## src/rtl/pipe_perf_monitor.sv

```systemverilog
// Performance event counters for the pipelined core, with a tear-free snapshot port.
// Optional watchdog halt: define PERF_WATCHDOG_EN to enable it (limit set by MAX_CYCLES).
module pipe_perf_monitor #(
    parameter int CNT_W      = 32,
    parameter int MAX_CYCLES = 100
) (
    input  logic             clk,
    input  logic             rst,
    input  logic             start_i,
    input  logic             stall_i,
    input  logic             flush_i,
    input  logic             retire_i,
    input  logic             halt_i,
    input  logic             clear_i,
    input  logic             snap_req_i,
    input  logic             snap_ack_i,
    output logic [1:0]       state_o,
    output logic [CNT_W-1:0] cycle_cnt_o,
    output logic [CNT_W-1:0] stall_cnt_o,
    output logic [CNT_W-1:0] flush_cnt_o,
    output logic [CNT_W-1:0] retire_cnt_o,
    output logic [3:0]       ovf_o,
    output logic             snap_valid_o,
    output logic [CNT_W-1:0] snap_cycle_o,
    output logic [CNT_W-1:0] snap_stall_o,
    output logic [CNT_W-1:0] snap_flush_o,
    output logic [CNT_W-1:0] snap_retire_o,
    output logic             timeout_o
);
    typedef enum logic [1:0] {
        IDLE   = 2'b00,
        RUN    = 2'b01,
        HALTED = 2'b10
    } state_t;

    localparam logic [CNT_W-1:0] CNT_MAX = '1;
    localparam logic [CNT_W-1:0] CNT_ONE = {{(CNT_W-1){1'b0}}, 1'b1};

    state_t           state;
    logic             start_d;
    logic             rise;
    logic             running;
    logic             wd_hit;
    logic [3:0]       inc;
    logic [CNT_W-1:0] cnt [4];

    assign rise    = start_i & ~start_d;
    assign running = (state == RUN);
    // Counter order matches ovf_o bit order: {retire, flush, stall, cycle}.
    assign inc     = {retire_i, flush_i, stall_i, 1'b1};

`ifdef PERF_WATCHDOG_EN
    // Compare at 64 bits so a MAX_CYCLES beyond the counter range simply never fires.
    localparam logic [63:0] WD_LAST = 64'(MAX_CYCLES) - 64'd1;
    logic timeout_q;

    assign wd_hit    = running && (64'(cnt[0]) == WD_LAST);
    assign timeout_o = timeout_q;

    always_ff @(posedge clk or posedge rst) begin
        if (rst)
            timeout_q <= 1'b0;
        else if (clear_i)
            timeout_q <= 1'b0;
        else if (wd_hit)
            timeout_q <= 1'b1;
    end
`else
    logic unused_max_cycles;

    assign unused_max_cycles = (MAX_CYCLES != 0);
    assign wd_hit            = 1'b0;
    assign timeout_o         = 1'b0;
`endif

    always_ff @(posedge clk or posedge rst) begin
        if (rst)
            start_d <= 1'b0;
        else
            start_d <= start_i;
    end

    always_ff @(posedge clk or posedge rst) begin
        if (rst) begin
            state <= IDLE;
        end else if (clear_i) begin
            state <= IDLE;
        end else begin
            case (state)
                IDLE:    if (rise) state <= RUN;
                RUN:     if (halt_i || wd_hit) state <= HALTED;
                HALTED:  state <= HALTED;
                default: state <= IDLE;
            endcase
        end
    end

    // Saturating counters; the sticky ovf bit records an increment lost at the ceiling.
    always_ff @(posedge clk or posedge rst) begin
        if (rst) begin
            for (int i = 0; i < 4; i++) cnt[i] <= '0;
            ovf_o <= 4'b0;
        end else if (clear_i) begin
            for (int i = 0; i < 4; i++) cnt[i] <= '0;
            ovf_o <= 4'b0;
        end else if (running) begin
            for (int i = 0; i < 4; i++) begin
                if (inc[i]) begin
                    if (cnt[i] == CNT_MAX)
                        ovf_o[i] <= 1'b1;
                    else
                        cnt[i] <= cnt[i] + CNT_ONE;
                end
            end
        end
    end

    // Handshake: capture when req seen with no valid snapshot; ack while valid releases it.
    always_ff @(posedge clk or posedge rst) begin
        if (rst) begin
            snap_valid_o  <= 1'b0;
            snap_cycle_o  <= '0;
            snap_stall_o  <= '0;
            snap_flush_o  <= '0;
            snap_retire_o <= '0;
        end else if (!snap_valid_o) begin
            if (snap_req_i) begin
                snap_valid_o  <= 1'b1;
                snap_cycle_o  <= cnt[0];
                snap_stall_o  <= cnt[1];
                snap_flush_o  <= cnt[2];
                snap_retire_o <= cnt[3];
            end
        end else if (snap_ack_i) begin
            snap_valid_o <= 1'b0;
        end
    end

    assign state_o      = state;
    assign cycle_cnt_o  = cnt[0];
    assign stall_cnt_o  = cnt[1];
    assign flush_cnt_o  = cnt[2];
    assign retire_cnt_o = cnt[3];
endmodule
```

## config.mk

```make
export PLATFORM = sky130hd
export DESIGN_NAME = pipe_perf_monitor
export DESIGN_NICKNAME = d
export VERILOG_FILES = /design/src/rtl/pipe_perf_monitor.sv
export SDC_FILE = /design/constraint.sdc
export NUM_CORES = 1
export LEC_CHECK = 0
export ABC_AREA = 1
export ABC_CLOCK_PERIOD_IN_PS = 26700
export BUFFER_PORTS_ARGS = -buffer_cell sky130_fd_sc_hd__buf_2
export CAP_MARGIN = 5
export CORE_MARGIN = 3
export CORE_UTILIZATION = 60
export CTS_BUF_LIST = sky130_fd_sc_hd__clkbuf_16
export DETAILED_ROUTE_END_ITERATION = 12
export PLACE_DENSITY = 0.95
export REMOVE_ABC_BUFFERS = 1
export SLEW_MARGIN = 20
export SYNTH_ARGS = -nofsm -noshare
export SYNTH_HDL_FRONTEND = slang
export SYNTH_SLANG_ARGS = --single-unit
```

## constraint.sdc

```tcl
create_clock -name clk -period 26.7 [get_ports clk]
set_input_delay 4.005 -clock clk [delete_from_list [all_inputs] [get_ports clk]]
set_output_delay 4.005 -clock clk [all_outputs]
set_load 0.02 [all_outputs]
```

After elaboration in Yosys (flattened, before gate mapping). Cells that the tools add are included. W data, S select, Z words.

Eq/ne operators: 12. Bitwise gates (word level): 3. Reductions and logical operators: 19. Add/sub/neg operators: 4. Multiplexer cells: 25.

Operators with widths (number): $mux W128 (2); $mux W32 (7); $add A32 B1 Y32 const B (4); $eq A32 B32 Y1 const B (4); $reduce_and A3 Y1 (6); $reduce_bool A2 Y1 (8); $mux W1 (10); $mux W4 (2); $ne A2 B2 Y1 const B (4); $reduce_and A2 Y1 (4); $mux W2 (3); $ne A3 B3 Y1 const B (2); $pmux W2 S3 (1); $eq A2 B1 Y1 const B (1); $eq A2 B2 Y1 const B (1); $logic_not A2 Y1 (1); $not A1 Y1 (2); $and A1 B1 Y1 (1).

Output and inout port bits: 264. Word-level logic and storage cells: 78. Input bits: 10. Register bits after elaboration: 264.

Logic depth before layout (Yosys ltp). Gate-level depths: netlist of the first run.

Word-level depth: 5. Mapped depth: 11. Mapped depth without buffers: 10.

Worst setup path after synthesis of the first run. Ideal clock, no wire load.

Path kind: input to register. From: input port snap_req_i. To: register snap_flush_o[1]. Data arrival time: 4.866 ns. Required time: 26.575 ns. Setup time: 0.125 ns. Slack: 21.709 ns. Path buffers: 1. Cell stages on the path: 3. Cells stage by stage: nand2_1 -> clkbuf_1 -> mux2_2.

Longest elaborated chain between the ends: 1.

Ends and longest elaborated chain: start: declaration (RTL line 15) `input logic snap_req_i,`; $reduce_and A2 Y1 (no source line); end signal: assignment (RTL line 131) `snap_flush_o <= cnt[2];`; end: declaration (RTL line 26) `output logic [CNT_W-1:0] snap_flush_o,`.

Every way passes these cells. A chain may end at the register's enable or synchronous reset.

Worst setup path after layout of the first run.
From: input port clear_i. To: register cnt (netlist bit stall_cnt_o[27]).

Longest elaborated chain between the ends: 2. Elaborated cells on any way between the ends: 5. Classes of those cells: 1 x eq/ne; 1 x mux; 3 x reduce/logical.

Ends and longest elaborated chain: start: declaration (RTL line 14) `input logic clear_i,`; $ne A2 B2 Y1 (no source line) / $reduce_bool A2 Y1 (equally long branches); $reduce_and A3 Y1 (no source line); end signal: indexed assignment (RTL line 112) `cnt[i] <= cnt[i] + CNT_ONE;`; end: declaration (RTL line 45) `logic [CNT_W-1:0] cnt [4];`.

Several ways; a longest one is shown, not always the timed one.

==> results of run 1 <==
==> worst max-delay path by stage <==
stage,end,slack (ps)
2_1_floorplan,cycle_cnt_o[0]$_DFFE_PP0P_,15430
3_3_place_gp,snap_retire_o[15]$_DFFE_PP0P_,19940
3_5_place_dp,snap_retire_o[10]$_DFFE_PP0P_,19910
4_1_cts,stall_cnt_o[12]$_DFFE_PP0P_,20480
5_1_grt,stall_cnt_o[1]$_DFFE_PP0P_,20370
6_report,stall_cnt_o[27]$_DFFE_PP0P_,20590
==> kinds of logic (layout without fill, tap and decap cells) <==
logic type      after synthesis  in the layout  synth area share, %
compound gates              165            165                 6.05
xor+xnor                     37             37                 2.32
fa+ha+maj                     6              6                0.537
buf+inv                     229            485                 6.83
flops                       264            264                 47.3
mux                          33             33                 2.66
other cells                   1              3               0.0268
simple gates               1134           1134                 34.3
==> power groups by stage <==
| stage | logic (µW) | clock network, µW | registers (µW) |
|---|---|---|---|
| 3_5_place_dp | 91.9 | 0 | 420 |
| 3_3_place_gp | 90.2 | 0 | 419 |
| 6_report | 92.9 | 372 | 413 |
| 4_1_cts | 92.6 | 376 | 413 |
| 2_1_floorplan | 52.2 | 0 | 427 |
| 5_1_grt | 101 | 393 | 414 |
==> critical path: stages <==
cell and delay (ps):
buf_2 270, inv_4 760, buf_4 700, nand3_2 450, o21ai_0 290
==> sequential cells by signal (all words and copies together), names as in the netlist <==
signal         cells
snap_cycle_o      32
cycle_cnt_o       32
snap_retire_o     32
stall_cnt_o       32
retire_cnt_o      32
ovf_o              4
snap_valid_o       1
state_o            2
start_d            1
flush_cnt_o       32
snap_stall_o      32
snap_flush_o      32
==> Yosys cell counts, types with 10 or more instances <==
cell type / instances
mux2_2: 33
dfrtp_1: 264
nand4_1: 29
o21ai_1: 13
o21ai_0: 143
buf_4: 10
clkbuf_1: 38
inv_1: 162
nor2_1: 200
nand2_1: 667
nand3_1: 194
xor2_1: 31
nor2_2: 10
==> layout by cell type, fill, tap and decap left out, types with 3 or more instances in the layout <==
cell type / netlist / layout
ha_1: 6 / 6
clkinv_1: 0 / 4
inv_2: 3 / 3
nand2_4: 5 / 6
nand3_4: 3 / 3
nor2_1: 200 / 200
nor2_2: 10 / 10
o21a_1: 3 / 3
clkbuf_16: 0 / 27
dfrtp_1: 264 / 264
o21ai_0: 143 / 143
o21ai_1: 13 / 13
mux2_2: 33 / 33
nand3_1: 194 / 194
bufinv_16: 0 / 4
nand4_1: 29 / 29
a21oi_1: 5 / 5
xnor2_1: 6 / 6
inv_1: 162 / 166
and2_1: 3 / 3
nor2_4: 4 / 4
buf_4: 10 / 3
nand2_2: 8 / 8
nand2_1: 667 / 666
xor2_1: 31 / 31
buf_2: 3 / 272
nor3_1: 6 / 6
==> per-layer routing <==
| layer | global-route usage [%] | vias up | wire length (µm) |
|---|---|---|---|
| met5 | 0 | - | 0 |
| met4 | 11.0 | 0 | 1250 |
| met3 | 4.78 | 99 | 3420 |
| met2 | 51.3 | 696 | 18700 |
| met1 | 40.9 | 6400 | 15800 |
| li1 | - | 6430 | - |
==> per-stage QoR <==
step	total power (µW)	worst slack, ps
global placement	510	19940
CTS	882	20480
finish	878	20590
floorplan	479	15430
detailed placement	512	19910
global route	908	20370
==> area by class of cell <==
class,instances,area (µm²)
fill,1778,6480
tap,313,392
clock inverter,16,168
sequential,264,6610
timing repair buffer,277,1410
clock buffer,27,676
antenna,2,5.00
inverter,165,629
multi-input combinational,1376,6420
==> run summary, run 1 <==
hold path startpoint = snap_flush_o[24]$_DFFE_PP0P_
FMAX = 164 MHz
setup TNS = 0 ps
maximum vdd drop = 41.4 µV
Clk pwr share = 42.4%
die width = 159 µm
Mean Syn Cell Area = 7.47 µm²
RSZ-0062 raised after global routing = no
I/O Buffers = 272
Layout Nets = 2,127
initial drt markers = 1,241
via count = 13,625
portion of total power attributed to sequential cells = 47.0%
hold buffers post-CTS = 0
largest net degree at the start of global routing = 97
combinational share of power = 10.6%
Final Non-Filler Cells = 2,440
hpwl dp = 27,600 µm
antenna-violating nets left = 0
Area after DPL = 0.0154 mm²
# IOs = 274
pwr/cell area = 53.9 mW/mm²
Mapped Cells = 1,869
async set or reset register ratio after synthesis = 100%
WHS Path Cells = 2
Layout area overhead = 16.7%
post-route design area = 0.0163 mm²
Main synth FF type = dfrtp_1
first-pass GRT wire length = 63,500 µm
Least-Margin Pin Slew = 952 ps
WP data arrival = 6540 ps
Worst-path clk slew = 60 ps
outcome = finished, final reports clean
post-CTS setup repair buffer count = 0
CORE AREA = 0.0228 mm²
Final Wtd Congestion = 0.954
CTS Buf Count = 27
CP Launch Point = clear_i
final max-slew violation count = 0
Net Sw Power = 235 µW
layout cell share with drive strength beyond 1 = 18.1%
Yosys top cell area share = 47.3%
sequential fraction of the synthesis area = 47.3%
Min-Delay Path Class = reg2reg
row count = 55
initial antenna violation count = 2
R2R setup slack = 24,010 ps
Initial Util = 61.3%
Cell Int Power = 643 µW
Final Hold Violating Endpoints = 0
relative slew slack = 36.5%
Avg WL per Cell = 16.1 µm
worst-case clock buffer depth = 3
Setup crit end kind = flop
Worst R2R Path Depth = 8
fin crit share = 22.9%
count of different cell masters after synthesis = 32
Total Routed Length = 39,200 µm
Congestion Overflow GR = 0
Worst-Skew Late Latency = 530 ps
DR DRC count = 0
total die area = 0.0251 mm²
max-cap violation count = 0
# H-tree levels = 1
drt pass-1 iters = 5
Cell Area, Synth = 0.0140 mm²
Min Hold Slack = 477 ps
Worst Hold End = snap_flush_o[24]$_DFFE_PP0P_
vias in the first global route = 12,869
CTS Sinks = 264
yosys warns = 0
# placed instances = 2,395
TritonCTS clock tree = built
Critical R2R Capture = flush_cnt_o[31]$_DFFE_PP0P_
total track usage = 30.7%
required time worst endpoint = 27,130 ps
CTS Root Buffer Type = clkbuf_16
post-synthesis register bit count = 264
post-synth top area cell = dfrtp_1
# setup viols final = 0
critical path fanouts, max = 94
Clock Skews = 8.46 ps
DR vias/cell = 5.58
chip height = 159 µm
dominant cells by area after synthesis = dfrtp_1, nand2_1, nand3_1, nor2_1, o21ai_0
switching part of the total = 26.7%
cts repair resizes = 0
leakage = 0.00853 µW
final core utilization = 71.6%
Post-synth EDFFs = 0
reg2reg start = state_o[1]$_DFFE_PP0P_
Crit Path Class = in2reg
Worst setup SP type = primary input
crit path time final = 6110 ps
(Power assumes the default switching activity.)
==> run 2, diff against run 1 <==
Settings changed: ABC_CLOCK_PERIOD_IN_PS 26700 to 5610, CORE_UTILIZATION 60 to 51, PLACE_DENSITY 0.95 to 0.87.
Clock period 26.7 ns to 5.61 ns, I/O delays scaled along.
==> run 2 against run 1 <==
  * Worst setup slack got worse by 17000 ps
  * First-iteration DRC count decreased by 2.7%
  * Non-clock buffer count increased by 3
  * Clock power increased to 4.6 times the previous value
  * Via count decreased by 1.2%
  * Largest cell class unchanged
==> run summary, run 2 (synthesized netlist as in run 1, its figures left out) <==
outcome = finished, final reports clean
# placed instances = 2,420 (+1.0%)
layout cell share with drive strength beyond 1 = 18.4% (+0.34 points)
CORE AREA = 0.0265 mm² (+16%)
hold buffers post-CTS = 0 (unchanged)
maximum vdd drop = 205 µV (+390%)
FMAX = 412 MHz
RSZ-0062 raised after global routing = no
I/O Buffers = 272 (unchanged)
# setup viols final = 0 (unchanged)
met2 wire len = 18,700 µm (about the same)
initial antenna violation count = 1 (-1)
Setup crit end kind = flop
row count = 59 (+7.3%)
WP data arrival = 2840 ps (-3700 ps)
DR vias/cell = 5.45 (-2.4%)
first-pass GRT wire length = 64,000 µm (+0.68%)
# IOs = 274 (unchanged)
required time worst endpoint = 6020 ps (-21,110 ps)
hpwl dp = 27,800 µm (+0.65%)
antenna-violating nets left = 0 (unchanged)
post-CTS setup repair buffer count = 0 (unchanged)
Avg WL per Cell = 15.7 µm (-2.0%)
fill count = 2,347 (+32%)
Final Non-Filler Cells = 2,471 (+1.3%)
chip height = 171 µm (+8.1%)
vias in the first global route = 12,748 (-0.94%)
CTS Sinks = 264 (unchanged)
met1 WL = 16,400 µm (+3.3%)
max-cap violation count = 0 (unchanged)
die width = 171 µm (+8.1%)
critical path fanouts, max = 33 (-65%)
Congestion Overflow GR = 0 (unchanged)
commonest non-fill, non-tap cell in the layout = nand2_1
final max-slew violation count = 0 (unchanged)
most frequent cells in the layout = nand2_1, buf_2, dfrtp_1
Worst setup SP type = flop
Worst-Skew Late Latency = 530 ps (about the same)
Total Routed Length = 38,900 µm (-0.78%)
final core utilization = 61.7% (-9.9 points)
pwr/cell area = 252 mW/mm² (+370%)
Initial Util = 52.7% (-8.6 points)
Final Wtd Congestion = 0.946 (-0.82%)
DR DRC count = 0 (unchanged)
initial drt markers = 1,208 (-2.7%)
TritonCTS clock tree = built
uppermost layer routed = met4
fin crit share = 43.2%
CTS Root Buffer Type = clkbuf_16
Worst-path clk slew = 60 ps (about the same)
total track usage = 26.2% (-4.5 points)
worst-case clock buffer depth = 3 (unchanged)
Clock Skews = 12.2 ps (+3.72 ps)
Final Hold Violating Endpoints = 0 (unchanged)
leakage = 0.00856 µW (+0.34%)
# H-tree levels = 1 (unchanged)
met3 WL = 2860 µm (-16%)
Min-Delay Path Class = in2reg
Tot Pwr = 4130 µW (+370%)
Crit Path Class = reg2reg
crit path time final = 2430 ps
Layout area overhead = 17.1%
relative slew slack = 38.3% (+1.7 points)
Least-Margin Pin Slew = 924 ps (-28.2 ps)
CTS Buf Count = 28 (+3.7%)
total die area = 0.0294 mm² (+17%)
cts repair resizes = 0 (unchanged)
largest net degree at the start of global routing = 123 (+27%)
via count = 13,463 (-1.2%)
Layout Nets = 2,131 (+0.19%)
drt pass-1 iters = 5 (unchanged)
[run 2: changes by cell type in the layout (fill, tap and decap cells not counted), sizes merged]
cell	previous run	this run
clkinv	6	12
clkbuf	27	29
diode	2	1
clkinvlp	0	1
buf	277	280
bufinv	4	1
inv	171	172
[run 2: critical path, stage by stage, from the launching register on]
cell and delay [ps]:
dfrtp_1 460, ha_1 280, nand2_1 100, nor2_1 170, nand2_2 130, nor2_4 230
nand3_4 160, nand2_4 330, inv_1 240, nand3_1 140, nand2_1 60
[run 2: power by group]
| part | total [µW] | internal [µW] | switching, µW | leakage, µW |
|---|---|---|---|---|
| logic | 449 | 89.7 | 359 | 0.00444 |
| clock network | 1710 | 972 | 741 | 0.000446 |
| registers | 1960 | 1930 | 29.9 | 0.00368 |
| total | 4130 | 3000 | 1130 | 0.00856 |
[run 2: cell type report]
cell class | instances | area (µm²) | area share, %
Antenna cell | 1 | 2.50 | 0.0153
Timing Repair Buffer | 280 | 1430 | 8.77
Tap cell | 335 | 419 | 2.56
Clock inverter | 21 | 119 | 0.727
Inverter | 165 | 629 | 3.85
Sequential cell | 264 | 6610 | 40.4
Multi-Input combinational cell | 1376 | 6420 | 39.2
Clock buffer | 29 | 726 | 4.44
[run 2: path summary, 6_finish.rpt]
check,start,end,slack [ps],cells after the start
max,retire_cnt_o[1]$_DFFE_PP0P_,retire_cnt_o[15]$_DFFE_PP0P_,3180,10
min,start_i,start_d$_DFF_PP0_,440,1
max reg2reg,retire_cnt_o[1]$_DFFE_PP0P_,retire_cnt_o[15]$_DFFE_PP0P_,3180,10
min reg2reg,snap_flush_o[24]$_DFFE_PP0P_,snap_flush_o[24]$_DFFE_PP0P_,480,2
max in group asynchronous,rst,cycle_cnt_o[6]$_DFFE_PP0P_,3690,3
min in group asynchronous,rst,snap_stall_o[6]$_DFFE_PP0P_,460,2
[run 2: stage by stage]
stage	setup TNS (ps)	hold WS, ps	instance area (µm²)	worst slack, ps
6_report	0	438	16400	3180
5_1_grt	0	414	16400	3010
4_1_cts	0	413	16300	3200
3_5_place_dp	0	468	15500	2870
3_3_place_gp	0	460	15500	2930
2_1_floorplan	-660020	587	13600	-2500
[run 2: metal layers]
metal / global-route usage [%] / vias to the layer above
met5: 0 / -
met4: 7.91 / 0
met3: 3.61 / 71
met2: 43.6 / 559
met1: 35.9 / 6383
li1: - / 6450
==> run 3, diff against run 2 <==
Settings changed: ABC_CLOCK_PERIOD_IN_PS 5610 to 2200.
Clock period 5.61 ns to 2.2 ns, I/O delays scaled along.
==> run 3 against run 2 <==
  * Clock-buffer cell count did not move
  * Total power rose to 2.7 times the previous value
  * Worst hold slack got worse by 200 ps
  * Clock power rose to 2.8 times the previous value
  * Largest cell class unchanged
==> run summary, run 3 (synthesized netlist as in run 1, its figures left out) <==
outcome = finished, final reports clean
initial drt markers = 1,373 (+14%)
most frequent CP cell = nand2_1
Clk pwr share = 42.7% (+1.2 points)
crit-path cells = ha_1, nand2_1, nor2_2, nand2_2, nor2_8, nand3_4, nand2_4, inv_2, nand3_1, nand2_1
fin crit share = 93.3% (+50 points)
hold path startpoint = halt_i
Final Non-Filler Cells = 2,513 (+1.7%)
Worst setup SP type = flop
required time worst endpoint = 2630 ps (-3390 ps)
combinational share of power = 12.0% (+1.1 points)
TritonCTS clock tree = built
# setup viols final = 0 (unchanged)
DR DRC count = 0 (unchanged)
largest net degree at the start of global routing = 58 (-53%)
antenna-violating nets left = 0 (unchanged)
Avg WL per Cell = 16.1 µm (+2.0%)
R2R setup slack = 150 ps (-3040 ps)
Total Routed Length = 40,400 µm (+3.8%)
Final Wtd Congestion = 0.961 (+1.6%)
via count = 13,667 (+1.5%)
hpwl dp = 29,500 µm (+6.2%)
RSZ-0062 raised after global routing = yes
slowest stage cell, crit path = dfrtp_1
vias in the first global route = 13,065 (+2.5%)
Worst-Skew Late Latency = 540 ps (about the same)
# placed instances = 2,453 (+1.4%)
relative slew slack = 63.8% (+25 points)
FMAX = 487 MHz (+18%)
# H-tree levels = 1 (unchanged)
reg2reg start = flush_cnt_o[0]$_DFFE_PP0P_
post-route design area = 0.0169 mm² (+3.4%)
most frequent cells in the layout = nand2_1, buf_2, dfrtp_1
Final Hold Violating Endpoints = 0 (unchanged)
Area after DPL = 0.0159 mm² (+2.5%)
Least-Margin Pin Slew = 542 ps (-382 ps)
row count = 59 (unchanged)
total track usage = 27.1% (+0.89 points)
Worst R2R Path Depth = 10 (unchanged)
Congestion Overflow GR = 0 (unchanged)
Initial Util = 52.7% (unchanged)
portion of total power attributed to sequential cells = 45.3% (-2.3 points)
switching part of the total = 27.3% (-0.084 points)
WP data arrival = 2480 ps (-360 ps)
Net Sw Power = 3020 µW (+170%)
die width = 171 µm (unchanged)
leakage = 0.00881 µW (+2.8%)
worst-case clock buffer depth = 3 (unchanged)
initial antenna violation count = 1 (unchanged)
Min Hold Slack = 234 ps (-205 ps)
CP Launch Point = flush_cnt_o[0]$_DFFE_PP0P_
drt pass-1 iters = 6 (+1)
Layout Nets = 2,173 (+2.0%)
first-pass GRT wire length = 65,800 µm (+2.8%)
layout cell share with drive strength beyond 1 = 20.2% (+1.8 points)
commonest non-fill, non-tap cell in the layout = nand2_1
CTS Sinks = 264 (unchanged)
Layout area overhead = 21.0%
CTS Root Buffer Type = clkbuf_16
CP peak stage delay = 430 ps (-30 ps)
# IOs = 274 (unchanged)
DR vias/cell = 5.44 (-0.18%)
chip height = 171 µm (unchanged)
pwr/cell area = 654 mW/mm² (+160%)
final max-slew violation count = 0 (unchanged)
maximum vdd drop = 500 µV (+140%)
CORE AREA = 0.0265 mm² (unchanged)
worst setup path end = flush_cnt_o[29]$_DFFE_PP0P_
Cell Int Power = 8030 µW (+170%)
critical path fanouts, max = 16 (-52%)
crit path time final = 2050 ps (-372 ps)
Worst-path clk slew = 60 ps (about the same)
total die area = 0.0294 mm² (unchanged)
I/O Buffers = 272 (unchanged)
WHS Path Cells = 4 (+3)
Critical R2R Capture = flush_cnt_o[29]$_DFFE_PP0P_
Crit Path Class = reg2reg
CTS Buf Count = 28 (unchanged)
max-cap violation count = 0 (unchanged)
Min-Delay Path Class = in2reg
Clock Skews = 16.8 ps (+4.60 ps)
Setup crit end kind = flop
-- run 3: worst max-delay path: cells and delay by family, from the launching register on --
family / cells / cell delay [ps]
flip-flops: 1 / 430
buffers and inverters: 1 / 170
AND/OR/NAND/NOR: 8 / 1090
adder cells (fa/ha/maj): 1 / 260
-- run 3: power by group through the flow --
| stage | logic [µW] | registers (µW) | clock network [µW] |
|---|---|---|---|
| after floorplan | 633 | 5180 | 0 |
| after global placement | 1270 | 5080 | 0 |
| after detailed placement | 1300 | 5090 | 0 |
| after CTS | 1310 | 5000 | 4810 |
| after global routing | 1450 | 5010 | 5030 |
| final | 1330 | 5000 | 4720 |
-- run 3: metal layers --
metal	global-route usage [%]	routed length, µm	up-vias	share of wire [%]
li1	-	-	6513	-
met1	35.7	16500	6465	41
met2	45.7	19400	578	48
met3	3.98	2990	111	7.4
met4	9.87	1460	0	3.6
met5	0	0	-	0
-- run 3: worst min path at each step --
stage	endpoint	slack [ps]
2_1_floorplan	start_d$_DFF_PP0_	360
3_3_place_gp	snap_flush_o[8]$_DFFE_PP0P_	390
3_5_place_dp	snap_flush_o[8]$_DFFE_PP0P_	390
4_1_cts	state_o[0]$_DFFE_PP0P_	200
5_1_grt	state_o[0]$_DFFE_PP0P_	240
6_report	state_o[0]$_DFFE_PP0P_	230
-- run 3: timing repair --
item / 4_1_cts / 5_1_grt
endpoints found under the setup margin: 0 / 32
buffers inserted: 0 / 5
resized for setup: 0 / 4
hold buffers: 3 / 0
hold endpoints to repair: 49 / 0
-- run 3: final cells by class --
class | count | area [µm²]
fillers | 2269 | 9600
clock buffers | 29 | 726
well taps | 335 | 419
multi-input cells | 1377 | 6440
inverters | 165 | 629
clock inverters | 21 | 191
flip-flops and latches | 264 | 6610
diodes | 1 | 2.50
repair buffers | 321 | 1890
-- run 3: metrics by stage --
stage	power (µW)	utilization [%]	worst slack, ps	TNS (ps)
finish	11100	63.8	147	0
global placement	6350	60.0	187	0
global route	11500	63.8	-33.7	-83.5
floorplan	5820	-	-5400	-1835990
CTS	11100	63.5	38.5	0
detailed placement	6390	60.0	61.4	0
